--- src/rtl/qdec_cabac_regbank_pkg.sv ---
// ============================================================================
// Package : qdec_cabac_package
// Brief   : Register map, bus structs and status layout for the CABAC regbank.
// Rev     : 1.0
// ============================================================================
`default_nettype none

package qdec_cabac_package;

    localparam int REG_AW = 12;

    localparam logic [REG_AW-1:0] ADDR_CABAC_CTRL     = 12'h000;
    localparam logic [REG_AW-1:0] ADDR_CABAC_STATUS   = 12'h004;
    localparam logic [REG_AW-1:0] ADDR_CABAC_IRQ_EN   = 12'h008;
    localparam logic [REG_AW-1:0] ADDR_CABAC_FCNT     = 12'h00C;
    localparam logic [REG_AW-1:0] ADDR_CABAC_CFG_BASE = 12'h010;

    localparam logic [31:0] REG_BAD_DATA = 32'hBADC_AB0C;

    localparam int STATUS_BUSY_BIT    = 0;
    localparam int STATUS_DONE_BIT    = 1;
    localparam int STATUS_ERROR_BIT   = 2;
    localparam int STATUS_OVERRUN_BIT = 3;

    typedef struct packed {
        logic              wr_en;
        logic [REG_AW-1:0] addr_wr;
        logic [31:0]       hwdata;
        logic [REG_AW-1:0] addr_rd;
    } t_reg_req_s;

    typedef struct packed {
        logic [31:0] rdata;
    } t_reg_resp_s;

    typedef struct packed {
        logic [27:0] rsvd;
        logic        overrun;
        logic        error;
        logic        done;
        logic        busy;
    } t_reg_CABAC_STATUS_s;

    function automatic logic [REG_AW-1:0] cfg_addr(input int idx);
        return ADDR_CABAC_CFG_BASE + REG_AW'(idx * 4);
    endfunction

endpackage

`default_nettype wire

--- src/rtl/qdec_reg_sticky_bit.sv ---
// ============================================================================
// Module : qdec_reg_sticky_bit
// Brief  : Sticky status bit; hardware set beats a simultaneous W1C clear.
// Rev    : 1.0
// ============================================================================
`default_nettype none

module qdec_reg_sticky_bit (
    input  logic clk,
    input  logic rst_n,
    input  logic hw_set,
    input  logic w1c_clr,
    output logic q
);

    logic bit_d;
    logic bit_q;

    always_comb begin
        bit_d = bit_q;
        if (hw_set) begin
            bit_d = 1'b1;
        end else if (w1c_clr) begin
            bit_d = 1'b0;
        end
    end

    always_ff @(posedge clk or negedge rst_n) begin
        if (!rst_n) begin
            bit_q <= 1'b0;
        end else begin
            bit_q <= bit_d;
        end
    end

    assign q = bit_q;

endmodule

`default_nettype wire

--- src/rtl/qdec_cabac_regbank.sv ---
// ============================================================================
// Module : qdec_cabac_regbank
// Brief  : CABAC control/status register bank with start-time config snapshot.
// Rev    : 1.0
// ============================================================================
`default_nettype none

module qdec_cabac_regbank
    import qdec_cabac_package::*;
#(
    parameter int               NUM_CFG  = 6,
    parameter logic [16*32-1:0] CFG_MASK = {16{32'hffffffff}},
    parameter int               FCNT_W   = 16
) (
    input  logic                 clk,
    input  logic                 rst_n,
    input  t_reg_req_s           reg_req,
    output t_reg_resp_s          reg_resp,
    input  logic                 cabac_done,
    input  logic                 cabac_error,
    output logic                 cabac_start,
    output logic                 cabac_busy,
    output logic [NUM_CFG*32-1:0] cfg_live,
    output logic [NUM_CFG*32-1:0] cfg_active,
    output logic                 irq
);

    logic              wr_en;
    logic [REG_AW-1:0] reg_addr_wr;
    logic [31:0]       reg_req_hwdata;
    logic [REG_AW-1:0] reg_addr_rd;
    logic [31:0]       pre_rdata;

    assign wr_en          = reg_req.wr_en;
    assign reg_addr_wr    = reg_req.addr_wr;
    assign reg_req_hwdata = reg_req.hwdata;
    assign reg_addr_rd    = reg_req.addr_rd;

    logic              busy_d,   busy_q;
    logic              start_d,  start_q;
    logic              irq_d,    irq_q;
    logic [2:0]        irq_en_d, irq_en_q;
    logic [FCNT_W-1:0] fcnt_d,   fcnt_q;
    logic              done_st, error_st, overrun_st;
    logic [31:0]       cfg_live_q [NUM_CFG];

    logic wr_start, start_acc, start_rej, w1c;
    logic hw_done, hw_error;

    assign wr_start  = wr_en && (reg_addr_wr == ADDR_CABAC_CTRL) && reg_req_hwdata[0];
    assign start_acc = wr_start && !busy_q;
    assign start_rej = wr_start && busy_q;
    assign w1c       = wr_en && (reg_addr_wr == ADDR_CABAC_STATUS);
    // Error dominates a coincident done; both ignored when idle.
    assign hw_error  = busy_q && cabac_error;
    assign hw_done   = busy_q && cabac_done && !cabac_error;

    always_comb begin
        busy_d   = busy_q;
        start_d  = start_acc;
        fcnt_d   = fcnt_q;
        irq_en_d = irq_en_q;
        if (start_acc) begin
            busy_d = 1'b1;
        end else if (hw_done || hw_error) begin
            busy_d = 1'b0;
        end
        if (hw_done) begin
            fcnt_d = fcnt_q + FCNT_W'(1);
        end
        if (wr_en && (reg_addr_wr == ADDR_CABAC_IRQ_EN)) begin
            irq_en_d = reg_req_hwdata[2:0];
        end
        irq_d = |({overrun_st, error_st, done_st} & irq_en_q);
    end

    always_ff @(posedge clk or negedge rst_n) begin
        if (!rst_n) begin
            busy_q   <= 1'b0;
            start_q  <= 1'b0;
            irq_q    <= 1'b0;
            irq_en_q <= 3'b000;
            fcnt_q   <= '0;
        end else begin
            busy_q   <= busy_d;
            start_q  <= start_d;
            irq_q    <= irq_d;
            irq_en_q <= irq_en_d;
            fcnt_q   <= fcnt_d;
        end
    end

    qdec_reg_sticky_bit u_done (
        .clk     (clk),
        .rst_n   (rst_n),
        .hw_set  (hw_done),
        .w1c_clr (w1c && reg_req_hwdata[STATUS_DONE_BIT]),
        .q       (done_st)
    );

    qdec_reg_sticky_bit u_error (
        .clk     (clk),
        .rst_n   (rst_n),
        .hw_set  (hw_error),
        .w1c_clr (w1c && reg_req_hwdata[STATUS_ERROR_BIT]),
        .q       (error_st)
    );

    qdec_reg_sticky_bit u_overrun (
        .clk     (clk),
        .rst_n   (rst_n),
        .hw_set  (start_rej),
        .w1c_clr (w1c && reg_req_hwdata[STATUS_OVERRUN_BIT]),
        .q       (overrun_st)
    );

    generate
        for (genvar i = 0; i < NUM_CFG; i++) begin : g_cfg
            logic [31:0] live_d;
            logic [31:0] active_d, active_q;

            always_comb begin
                live_d   = cfg_live_q[i];
                active_d = start_acc ? cfg_live_q[i] : active_q;
                if (wr_en && (reg_addr_wr == cfg_addr(i))) begin
                    live_d = reg_req_hwdata & CFG_MASK[32*i +: 32];
                end
            end

            always_ff @(posedge clk or negedge rst_n) begin
                if (!rst_n) begin
                    cfg_live_q[i] <= '0;
                    active_q      <= '0;
                end else begin
                    cfg_live_q[i] <= live_d;
                    active_q      <= active_d;
                end
            end

            assign cfg_live[32*i +: 32]   = cfg_live_q[i];
            assign cfg_active[32*i +: 32] = active_q;
        end
    endgenerate

    t_reg_CABAC_STATUS_s status;

    always_comb begin
        status         = '0;
        status.busy    = busy_q;
        status.done    = done_st;
        status.error   = error_st;
        status.overrun = overrun_st;
    end

    always_comb begin
        pre_rdata = REG_BAD_DATA;
        case (reg_addr_rd)
            ADDR_CABAC_CTRL:   pre_rdata = '0;
            ADDR_CABAC_STATUS: pre_rdata = status;
            ADDR_CABAC_IRQ_EN: pre_rdata = {29'd0, irq_en_q};
            ADDR_CABAC_FCNT:   pre_rdata = 32'(fcnt_q);
            default:           pre_rdata = REG_BAD_DATA;
        endcase
        for (int i = 0; i < NUM_CFG; i++) begin
            if (reg_addr_rd == cfg_addr(i)) begin
                pre_rdata = cfg_live_q[i];
            end
        end
    end

    assign reg_resp.rdata = pre_rdata;
    assign cabac_start    = start_q;
    assign cabac_busy     = busy_q;
    assign irq            = irq_q;

endmodule

`default_nettype wire

--- config.mk ---
export PLATFORM = sky130hd
export DESIGN_NAME = qdec_cabac_regbank
export DESIGN_NICKNAME = d
export VERILOG_FILES = /design/src/rtl/qdec_cabac_regbank_pkg.sv /design/src/rtl/qdec_reg_sticky_bit.sv /design/src/rtl/qdec_cabac_regbank.sv
export SDC_FILE = /design/constraint.sdc
export NUM_CORES = 1
export LEC_CHECK = 0
export ABC_AREA = 1
export BUFFER_PORTS_ARGS = -buffer_cell sky130_fd_sc_hd__buf_2
export CAP_MARGIN = 40
export CELL_PAD_IN_SITES_DETAIL_PLACEMENT = 0
export CELL_PAD_IN_SITES_GLOBAL_PLACEMENT = 2
export CORE_UTILIZATION = 27
export CTS_BUF_LIST = sky130_fd_sc_hd__clkbuf_16
export DETAILED_ROUTE_END_ITERATION = 10
export PLACE_DENSITY_LB_ADDON = 0.2
export SLEW_MARGIN = 5
export SYNTH_ARGS = -nofsm -noshare
export SYNTH_HDL_FRONTEND = slang
export SYNTH_SLANG_ARGS = --single-unit
--- constraint.sdc ---
create_clock -name clk -period 2 [get_ports clk]
set_input_delay 0.4 -clock clk [delete_from_list [all_inputs] [get_ports clk]]
set_output_delay 0.4 -clock clk [all_outputs]
set_load 0.1 [all_outputs]
==> metrics, run 1 <==
largest net degree at the start of global routing=68; endpoints failing setup=32; Critical path buffers and inverters=5; # clock sinks=409; unrepaired setup endpoints after global routing=true; failing checks=negative setup slack; worst clock skew=0.0209 ns; Worst Path Max Fanout=5; H-tree lvl count=2; antenna violations before repair=4; critical path class=input pin to output pin; Worst Tran Pin Value=0.710 ns; CP most frequent cell=buf_6; worst r2r src=cabac_busy$_DFFE_PN0P_; fin. max-slew vios=0; static leakage=13.2 nW; Core Region=62100 µm²; Seq cells post-synth=409; Max IR drop VDD=526 µV; DRT iter0 DRCs=1060; RR Endpoint=fcnt_q[13]$_DFFE_PN0P_; final core occ=40.5%; FF-to-FF path depth=9; final setup margin=-0.590 ns; Layout Cells excl Fill=3469; Synth Net Count=2058; Syn. warnings=0; clock latency on the worst-skew pair=0.59 ns; grt ovf=0; Yosys top cell area share=59.9%; DR vias=15.7k; Crit path max-delay family=simple AND/OR/NAND/NOR gates; R2R Setup Slk=0.33 ns; post-synthesis cell type count=29; Hold Slack=0.184 ns; layout cells sized above 1=33.5%; DRT Pass-1 Iters=5; port bufs=479; Worst path max stage delay=0.19 ns; Worst path slowest cell=nor2_4; Ports=480; Final HPWL DP=52800 µm; nets@finish=2658; initial core utilization=27.5%; hold_sp=reg_req[42]; placed insts=3352; first-pass GRT wire length=107000 µm; worst-case clock buffer depth=3; synth top area cells=dfrtp_1 (60%), nand2_1 (17%), o21ai_0 (8.3%); vias in the first global route=15.2k; Worst EP arrival=2.19 ns; crit share post-route=129%; Clock Tree Root=clkbuf_16; PwrDens=728 nW/µm²; Seq/Total Area, Yosys=59.9%; startpoint class of the critical path=input pin; mapped cell area=17100 µm²; worst hold path depth=3; relative slew slack=52.7%; maximum clock frequency=386 MHz; Final min period=2.59 ns; CTS Buf Count=49; max cap viols=0; Worst setup EP type=output pin; Final Hold Fails=0; Via-to-Cell Ratio=4.53; DRT Wirelength=74300 µm; critical path cell sequence=buf_6 > nor2_4 > buf_6 > nand3_4 > nor2_4 > nand2_2 > inv_2 > buf_6 > nand2_1 > o211ai_1 > o22ai_2 > nand2_1 > nand2_2 > nand2_8 > buf_12; Die Y-Extent=253 µm; TritonCTS clock tree=done; # rows=91; Post-DRT Antenna Nets=0; Cells after Synth=1996; hold crit path type=input pin to flop; synthesized area per cell=8.56 µm²; Residual DRC=0; die area=64300 µm²; Req. time, crit path=1.60 ns; Area Overhead vs Synth=47.0%; Hold Path End=cfg_live[94]$_DFFE_PN0P_; Die X=253 µm; status=complete, but fails checks; Worst-path clk slew=0.06 ns; GRT Total Usage=23.0%; placer congestion estimate=0.824; leading area contributor after synthesis=dfrtp_1; post-DR wirelength/cell=21.4 µm
-- cell usage in the layout, fill, tap and decap left out, drive strengths merged, types with 7 or more instances in the layout --
cell / synthesis / final
xor2: 11 / 11
nand2: 758 / 758
o21ai: 346 / 346
nand3: 50 / 50
inv: 185 / 192
clkinv: 3 / 19
dfrtp: 409 / 409
nor3: 11 / 11
o211ai: 8 / 8
a21oi: 19 / 19
nand4: 11 / 11
buf: 46 / 641
o2111ai: 7 / 7
clkbuf: 53 / 53
bufinv: 0 / 8
nor2: 58 / 58
-- Yosys cell counts --
cell type / instances
a211oi_1: 6
a21oi_1: 19
buf_2: 36
buf_4: 10
clkbuf_1: 53
clkinv_1: 3
dfrtp_1: 409
ha_1: 1
inv_1: 184
inv_2: 1
nand2_1: 758
nand3_1: 49
nand3_2: 1
nand4_1: 10
nand4_2: 1
nor2_1: 52
nor2_2: 6
nor3_1: 11
nor4_1: 2
nor4_2: 1
nor4_4: 1
o2111ai_1: 7
o211ai_1: 8
o21ai_0: 283
o21ai_1: 63
o22ai_1: 6
o31ai_1: 1
xnor2_1: 3
xor2_1: 11
-- worst reg2reg max path, stage by stage, from the launching register on --
cell     delay [ns]
dfrtp_2        0.41
nand3_1        0.17
nor2_1         0.21
nand3_1        0.10
nor2_1         0.10
nand4_1        0.15
buf_4          0.19
nor2_1         0.08
nand3_1        0.07
a21oi_1        0.12
-- flip-flops by register name, indices dropped and copies added, names as in the netlist --
signal and cells:
fcnt_q 16, irq_en_q 3, cfg_live 192, g_cfg.active_q 192
u_overrun.q 1, cabac_busy 1, u_done.q 1, cabac_start 1
irq 1, u_error.q 1
-- repair_timing --
action                                 CTS  global route
pin swaps                               32             6
cloned                                  10             0
buffers inserted                        18             0
setup endpoints to repair               32            36
resized for setup                      176            16
endpoints found under the hold margin   28             0
hold buffers                             3             0
-- final cells by class --
type,count,area [µm²]
diodes,2,5.00
clock buffers,50,1250
clock inverters,35,392
fillers,6346,36900
inverters,188,736
multi-input cells,1300,6610
flip-flops and latches,409,10200
well taps,837,1050
repair buffers,647,4820
repair inverters,1,6.26
-- through the flow --
step	instance area, µm²	total power (W)	TNS (ns)	setup WS, ns
after global routing	25100	0.0189	-20.05	-0.685
final	25100	0.0183	-17.02	-0.590
after detailed placement	22500	0.00914	-63.21	-0.810
after CTS	25100	0.0186	-16.94	-0.578
after global placement	22500	0.00913	-67.11	-0.817
after floorplan	17600	0.00870	-9.45	-0.436
-- worst max path at each step --
stage               start           end  slack, ns  depth (start not counted)
4_1_cts        reg_req[0]   reg_resp[3]      -0.58                         14
2_1_floorplan  reg_req[9]  reg_resp[12]      -0.44                         10
3_5_place_dp   reg_req[1]   reg_resp[7]      -0.81                         13
5_1_grt        reg_req[0]   reg_resp[4]      -0.69                         15
6_report       reg_req[0]   reg_resp[4]      -0.59                         15
3_3_place_gp   reg_req[1]   reg_resp[6]      -0.82                         13
-- power by group --
group	leakage (nW)	internal, W	switching, W
Sequential	5.67	0.00830	0.0000244
Combinational	6.74	0.000154	0.000520
Clock	0.821	0.00555	0.00373
-- layer usage --
metal / vias to the layer above / share of wire, % / GRT usage, %
li1: 7539 / - / -
met1: 7633 / 46 / 32.7
met2: 469 / 45 / 35.4
met3: 84 / 6.6 / 4.91
met4: 0 / 2.0 / 5.32
met5: - / 0 / 0
-- cell families (layout without fill, tap and decap cells) --
group,Yosys count,in the layout,share of synthesized area [%]
compound gates,393,393,11.9
xor+xnor,14,14,0.718
fa+ha+maj,1,1,0.0733
buf+inv,287,921,6.79
flops,409,409,59.9
other cells,0,2,0
simple gates,892,892,20.6
Note: power is estimated with default switching activity, not from simulation.
==> inputs of run 2 (changes only) <==
- REMOVE_ABC_BUFFERS: unset -> 1
- clock period: 2 -> 2.2 ns (I/O delays scaled with it)
==> metrics, run 2 (synthesized netlist as in run 1, its figures left out) <==
Residual DRC=0 (unchanged); Worst-path clk slew=0.06 ns (about the same); crit share post-route=122%; Final Hold Fails=0 (unchanged); worst hold path depth=2 (-1); placer congestion estimate=0.789 (-4.2%); commonest cells after routing, fill and taps aside=nand2_1 (724), buf_2 (438), dfrtp_1 (409), o21ai_0 (240), inv_1 (186); post-DR wirelength/cell=20.1 µm (-6.2%); Max IR drop VDD=482 µV (-8.3%); vias in the first global route=15.5k (+1.8%); FF-to-FF path depth=8 (-1); Die X=253 µm (unchanged); GRT Total Usage=21.3% (-1.7 points); unrepaired setup endpoints after global routing=true; final core occ=39.6% (-0.91 points); worst clock skew=0.0219 ns (+0.000995 ns); Post-DRT Antenna Nets=0 (unchanged); Sum Neg Setup Slack=-12.40 ns (+4.62 ns); Clock Tree Root=clkbuf_16; final setup margin=-0.476 ns (+0.114 ns); Req. time, crit path=1.76 ns (+0.16 ns); hold crit path type=input pin to flop; grt ovf=0 (unchanged); R2R Setup Slk=0.41 ns (+0.08 ns); endpoints failing setup=32 (unchanged); Worst Tran Pin Value=0.623 ns (-0.0874 ns); DRT iter0 DRCs=894 (-16%); most common cell after layout, fill and taps aside=nand2_1; Worst EP arrival=2.24 ns (+0.05 ns); fin. max-slew vios=0 (unchanged); hold_sp=cabac_done; DRT Pass-1 Iters=5 (unchanged); CTS Buf Count=50 (+2.0%); Final min period=2.68 ns; # clock sinks=409 (unchanged); Die Y-Extent=253 µm (unchanged); Via-to-Cell Ratio=4.47 (-1.4%); relative slew slack=58.5% (+5.8 points); initial core utilization=27.5% (unchanged); Worst Path Max Fanout=7 (+2); Ports=480 (unchanged); layout cells sized above 1=31.5% (-2.0 points); placed insts=3332 (-0.60%); # rows=91 (unchanged); total chip power=0.0159 W (-13%); Hold Path End=cabac_busy$_DFFE_PN0P_; failing checks=negative setup slack; RR Endpoint=fcnt_q[15]$_DFFE_PN0P_; Area Overhead vs Synth=43.7%; worst r2r src=cabac_busy$_DFFE_PN0P_; TritonCTS clock tree=done; Layout Cells excl Fill=3449 (-0.58%); startpoint class of the critical path=input pin; status=complete, but fails checks; max cap viols=0 (unchanged); critical path class=input pin to output pin; Final HPWL DP=48300 µm (-8.6%); DR vias=15.4k (-2.0%); PwrDens=647 nW/µm² (-11%); Core Region=62100 µm² (unchanged); maximum clock frequency=374 MHz; nets@finish=2633 (-0.94%); DRT Wirelength=69300 µm (-6.7%); worst-case clock buffer depth=3 (unchanged); die area=64300 µm² (unchanged); port bufs=479 (unchanged); Worst setup EP type=output pin; H-tree lvl count=2 (unchanged); first-pass GRT wire length=102000 µm (-5.1%); antenna violations before repair=4 (unchanged); largest net degree at the start of global routing=65 (-4.4%); clock latency on the worst-skew pair=0.59 ns (about the same); static leakage=13.1 nW (-1.3%)
## run 2: how the worst max path moves through the flow
stage | slack [ns] | start | cells after the start | endpoint
6_report | -0.48 | reg_req[0] | 13 | reg_resp[16]
5_1_grt | -0.58 | reg_req[6] | 13 | reg_resp[16]
4_1_cts | -0.44 | reg_req[1] | 13 | reg_resp[27]
3_5_place_dp | -0.92 | reg_req[7] | 12 | reg_resp[5]
3_3_place_gp | -0.91 | reg_req[7] | 12 | reg_resp[5]
2_1_floorplan | -4.10 | reg_req[53] | 7 | g_cfg[0].active_q[10]$_DFFE_PN0P_
## run 2: layout make-up
class	count	area, µm²
tap	837	1050
sequential	409	10200
clock inverter	40	226
inverter	188	722
multi-input combinational	1300	6320
antenna	2	5.00
timing repair buffer	622	4710
clock buffer	51	1280
fill	6427	37500
## run 2: what timing repair did
action / CTS / global route
hold endpoints to repair: 42 / 0
cloned: 3 / 2
setup endpoints to repair: 32 / 32
resized for setup: 133 / 128
pin swaps: 26 / 58
buffers inserted: 12 / 8
hold buffers: 1 / 0
## run 2: routing by layer
layer	GRT usage (%)	wire, µm	share of wire (%)	vias to the layer above
met5	0	18	0.026	-
met4	4.59	1220	1.8	4
met3	4.61	3940	5.7	78
met2	35.2	33500	48	396
met1	28.3	30600	44	7445
li1	-	-	-	7486
## run 2: through the flow
step / setup slack, ns / area [µm²] / hold WS [ns]
5_1_grt: -0.579 / 24500 / 0.0300
2_1_floorplan: -4.10 / 16600 / 0.144
3_5_place_dp: -0.921 / 21900 / 0.460
4_1_cts: -0.438 / 24000 / 0.00758
6_report: -0.476 / 24500 / 0.0549
3_3_place_gp: -0.908 / 21900 / 0.447
## run 2: where the power goes
| group | internal, W | total, W | switching (W) |
|---|---|---|---|
| Clock | 0.00440 | 0.00774 | 0.00334 |
| Sequential | 0.00755 | 0.00757 | 0.0000229 |
| Combinational | 0.000140 | 0.000574 | 0.000434 |
## run 2: critical path: stages
cell       delay (ns)
buf_6            0.10
nor2_4           0.19
nand2_2          0.11
nor2_4           0.12
inv_2            0.05
nor2_4           0.19
buf_6            0.13
buf_6            0.09
buf_8            0.13
buf_12           0.15
a211oi_1         0.08
a21oi_1          0.20
clkbuf_16        0.24
==> inputs of run 3 (changes only) <==
- ABC_AREA: 1 -> unset
- CORE_UTILIZATION: 27 -> 32
==> metrics, run 3 <==
status=complete, but fails checks; failing checks=negative setup slack; synthesized area per cell=14.4 µm² (+68%); # rows=85 (-6.6%); DR vias=12.8k (-17%); Worst Path Max Fanout=4 (-3); Post-DRT Antenna Nets=0 (unchanged); Seq cells post-synth=409 (unchanged); Synth async-reset ratio=100% (unchanged); Clock Tree Root=clkbuf_16; Die X=235 µm (-7.2%); post-synthesis cell type count=65 (+120%); relative slew slack=62.2% (+3.7 points); critical path class=input pin to output pin; Main synth FF type=dfrtp_1; Post-Layout Inst Area=24100 µm² (-1.7%); Final HPWL DP=44000 µm (-8.9%); vias in the first global route=13.3k (-14%); Final Hold Fails=0 (unchanged); Worst path max stage delay=0.30 ns (+0.06 ns); Core Region=53800 µm² (-13%); Worst EP arrival=2.22 ns (-0.02 ns); most common cell after layout, fill and taps aside=buf_2; H-tree lvl count=2 (unchanged); Commonest cells post-synth=dfrtp_1 (409), mux2_2 (351), mux2_1 (44), nand2_1 (38), a21oi_1 (30); static leakage=13.1 nW (about the same); leading area contributor after synthesis=dfrtp_1; Seq/Total Area, Yosys=58.8% (-1.1 points); DRT Pass-1 Iters=5 (unchanged); worst-case clock buffer depth=3 (unchanged); worst clock skew=0.0159 ns (-0.00596 ns); Worst-path clk slew=0.06 ns (about the same); # clock sinks=409 (unchanged); synth top area cells=dfrtp_1 (59%), mux2_2 (23%), mux2_1 (2.8%); Worst path slowest cell=nor3_1; post-DR wirelength/cell=24.0 µm (+19%); clock latency on the worst-skew pair=0.58 ns (about the same); nets@finish=1867 (-29%); Layout Cells excl Fill=2538 (-26%); initial core utilization=32.3% (+4.8 points); PwrDens=655 nW/µm² (+1.2%); Post-DP Area=22000 µm² (+0.42%); count leader, synth=dfrtp_1; grt ovf=0 (unchanged); unrepaired setup endpoints after global routing=true; DRT iter0 DRCs=527 (-41%); hold crit path type=input pin to flop; final core occ=44.9% (+5.3 points); Cells after Synth=1209 (-39%); Yosys top cell area share=58.8% (-1.1 points); Ports=480 (unchanged); Max IR drop VDD=463 µV (-3.9%); number of enable flip-flop cells after synthesis=0 (unchanged); DRT Wirelength=60900 µm (-12%); die area=55300 µm² (-14%); fin. max-slew vios=0 (unchanged); endpoints failing setup=32 (unchanged); placed insts=2439 (-27%); startpoint class of the critical path=input pin; layout cells sized above 1=61.3% (+30 points); first-pass GRT wire length=91000 µm (-11%); port bufs=479 (unchanged); CP most frequent cell=buf_4; Die Y-Extent=235 µm (-7.2%); GRT Total Usage=22.0% (+0.72 points); max cap viols=0 (unchanged); maximum clock frequency=376 MHz (+0.71%); final setup margin=-0.457 ns (+0.0189 ns); TritonCTS clock tree=done; placer congestion estimate=0.806 (+2.1%); antenna violations before repair=3 (-1); largest net degree at the start of global routing=71 (+9.2%); CTS Buf Count=48 (-4.0%); critical path cell sequence=buf_6 > buf_4 > nor3_1 > buf_4 > and4_1 > nand4_1 > a22oi_2 > buf_12; Req. time, crit path=1.76 ns (about the same); Worst Tran Pin Value=0.572 ns (-0.0510 ns); Residual DRC=0 (unchanged); Area Overhead vs Synth=38.7%; commonest cells after routing, fill and taps aside=buf_2 (442), dfrtp_1 (405), mux2_2 (351), buf_4 (91), buf_12 (58); Worst setup EP type=output pin; crit share post-route=121% (-0.86 points); mapped cell area=17400 µm² (+1.9%); Final min period=2.66 ns (-0.0189 ns); Via-to-Cell Ratio=5.06 (+13%); dpl ws=-0.673 ns (+0.248 ns); Syn. warnings=0 (unchanged)
==> run 3: changes by cell type after synthesis, moves of 22 or more <==
cell,delta
clkbuf_1,-39
inv_1,-179
mux2_1,+44
mux2_2,+351
mux2i_1,+22
nand2_1,-720
nand3_1,-37
nor2_1,-33
o21ai_0,-269
o21ai_1,-58
==> run 3: timing repair <==
item | 4_1_cts | 5_1_grt
hold buffers | 1 | 0
buffers inserted | 10 | 3
gates resized for setup | 110 | 31
cloned | 1 | 0
endpoints found under the setup margin | 32 | 32
hold endpoints to repair | 24 | 0
pin swaps | 23 | 15
==> run 3: cell type report <==
cell class,instances,area [µm²]
clock inverter,36,221
multi-input combinational,725,7170
sequential,409,10200
fill,5087,29700
clock buffer,49,1230
timing repair buffer,616,4390
inverter,5,18.8
antenna,2,5.00
tap,696,871
==> run 3: layer usage <==
metal  share of wire, %  wire length [µm]  up-vias  GRT usage, %
met5              0.018                11        -             0
met4                2.0              1230        2          5.44
met3                6.1              3720       76          5.15
met2                 49             29700      376          36.3
met1                 43             26200     6722          29.0
li1                   -                 -     5657             -
==> run 3: kinds of logic (layout without fill, tap and decap cells) <==
| logic type | after synthesis | in the layout | synth area share (%) |
|---|---|---|---|
| mux | 418 | 418 | 27.0 |
| flops | 409 | 409 | 58.8 |
| simple gates | 150 | 150 | 4.95 |
| compound gates | 141 | 141 | 5.70 |
| buf+inv | 75 | 706 | 2.76 |
| xor+xnor | 15 | 15 | 0.755 |
| fa+ha+maj | 1 | 1 | 0.0719 |
| other cells | 0 | 2 | 0 |
==> run 3: final timing paths <==
check / from / to / slack, ns / cells past startpoint
worst max-delay path: reg_req[6] / reg_resp[0] / -0.46 / 8
worst min-delay path: cabac_done / cabac_busy$_DFFE_PN0P_ / 0.06 / 2
worst max register to register: fcnt_q[0]$_DFFE_PN0P_ / fcnt_q[12]$_DFFE_PN0P_ / 0.24 / 5
worst min register to register: g_cfg[3].active_q[5]$_DFFE_PN0P_ / g_cfg[3].active_q[5]$_DFFE_PN0P_ / 0.48 / 1
max in group asynchronous: rst_n / fcnt_q[5]$_DFFE_PN0P_ / 1.02 / 3
min in group asynchronous: rst_n / cfg_live[74]$_DFFE_PN0P_ / 0.39 / 2
==> run 3: per-stage QoR <==
stage | total power (W) | setup TNS, ns | hold WS (ns)
after floorplan | 0.00793 | -861.52 | 0.144
after global placement | 0.00848 | -55.34 | 0.378
after detailed placement | 0.00848 | -67.20 | 0.384
after CTS | 0.0161 | -10.64 | 0.0196
after global routing | 0.0165 | -11.90 | 0.0277
final | 0.0158 | -10.24 | 0.0570
==> run 3: power breakdown <==
part	internal [W]	switching [W]
sequential	0.00754	0.0000252
clock	0.00425	0.00318
combinational	0.000255	0.000552
total	0.0120	0.00376
==> run 3: critical path: cells and delay by family <==
family / cells / cell delay, ns
compound gates: 1 / 0.27
buf+inv: 4 / 0.68
simple gates: 3 / 0.82
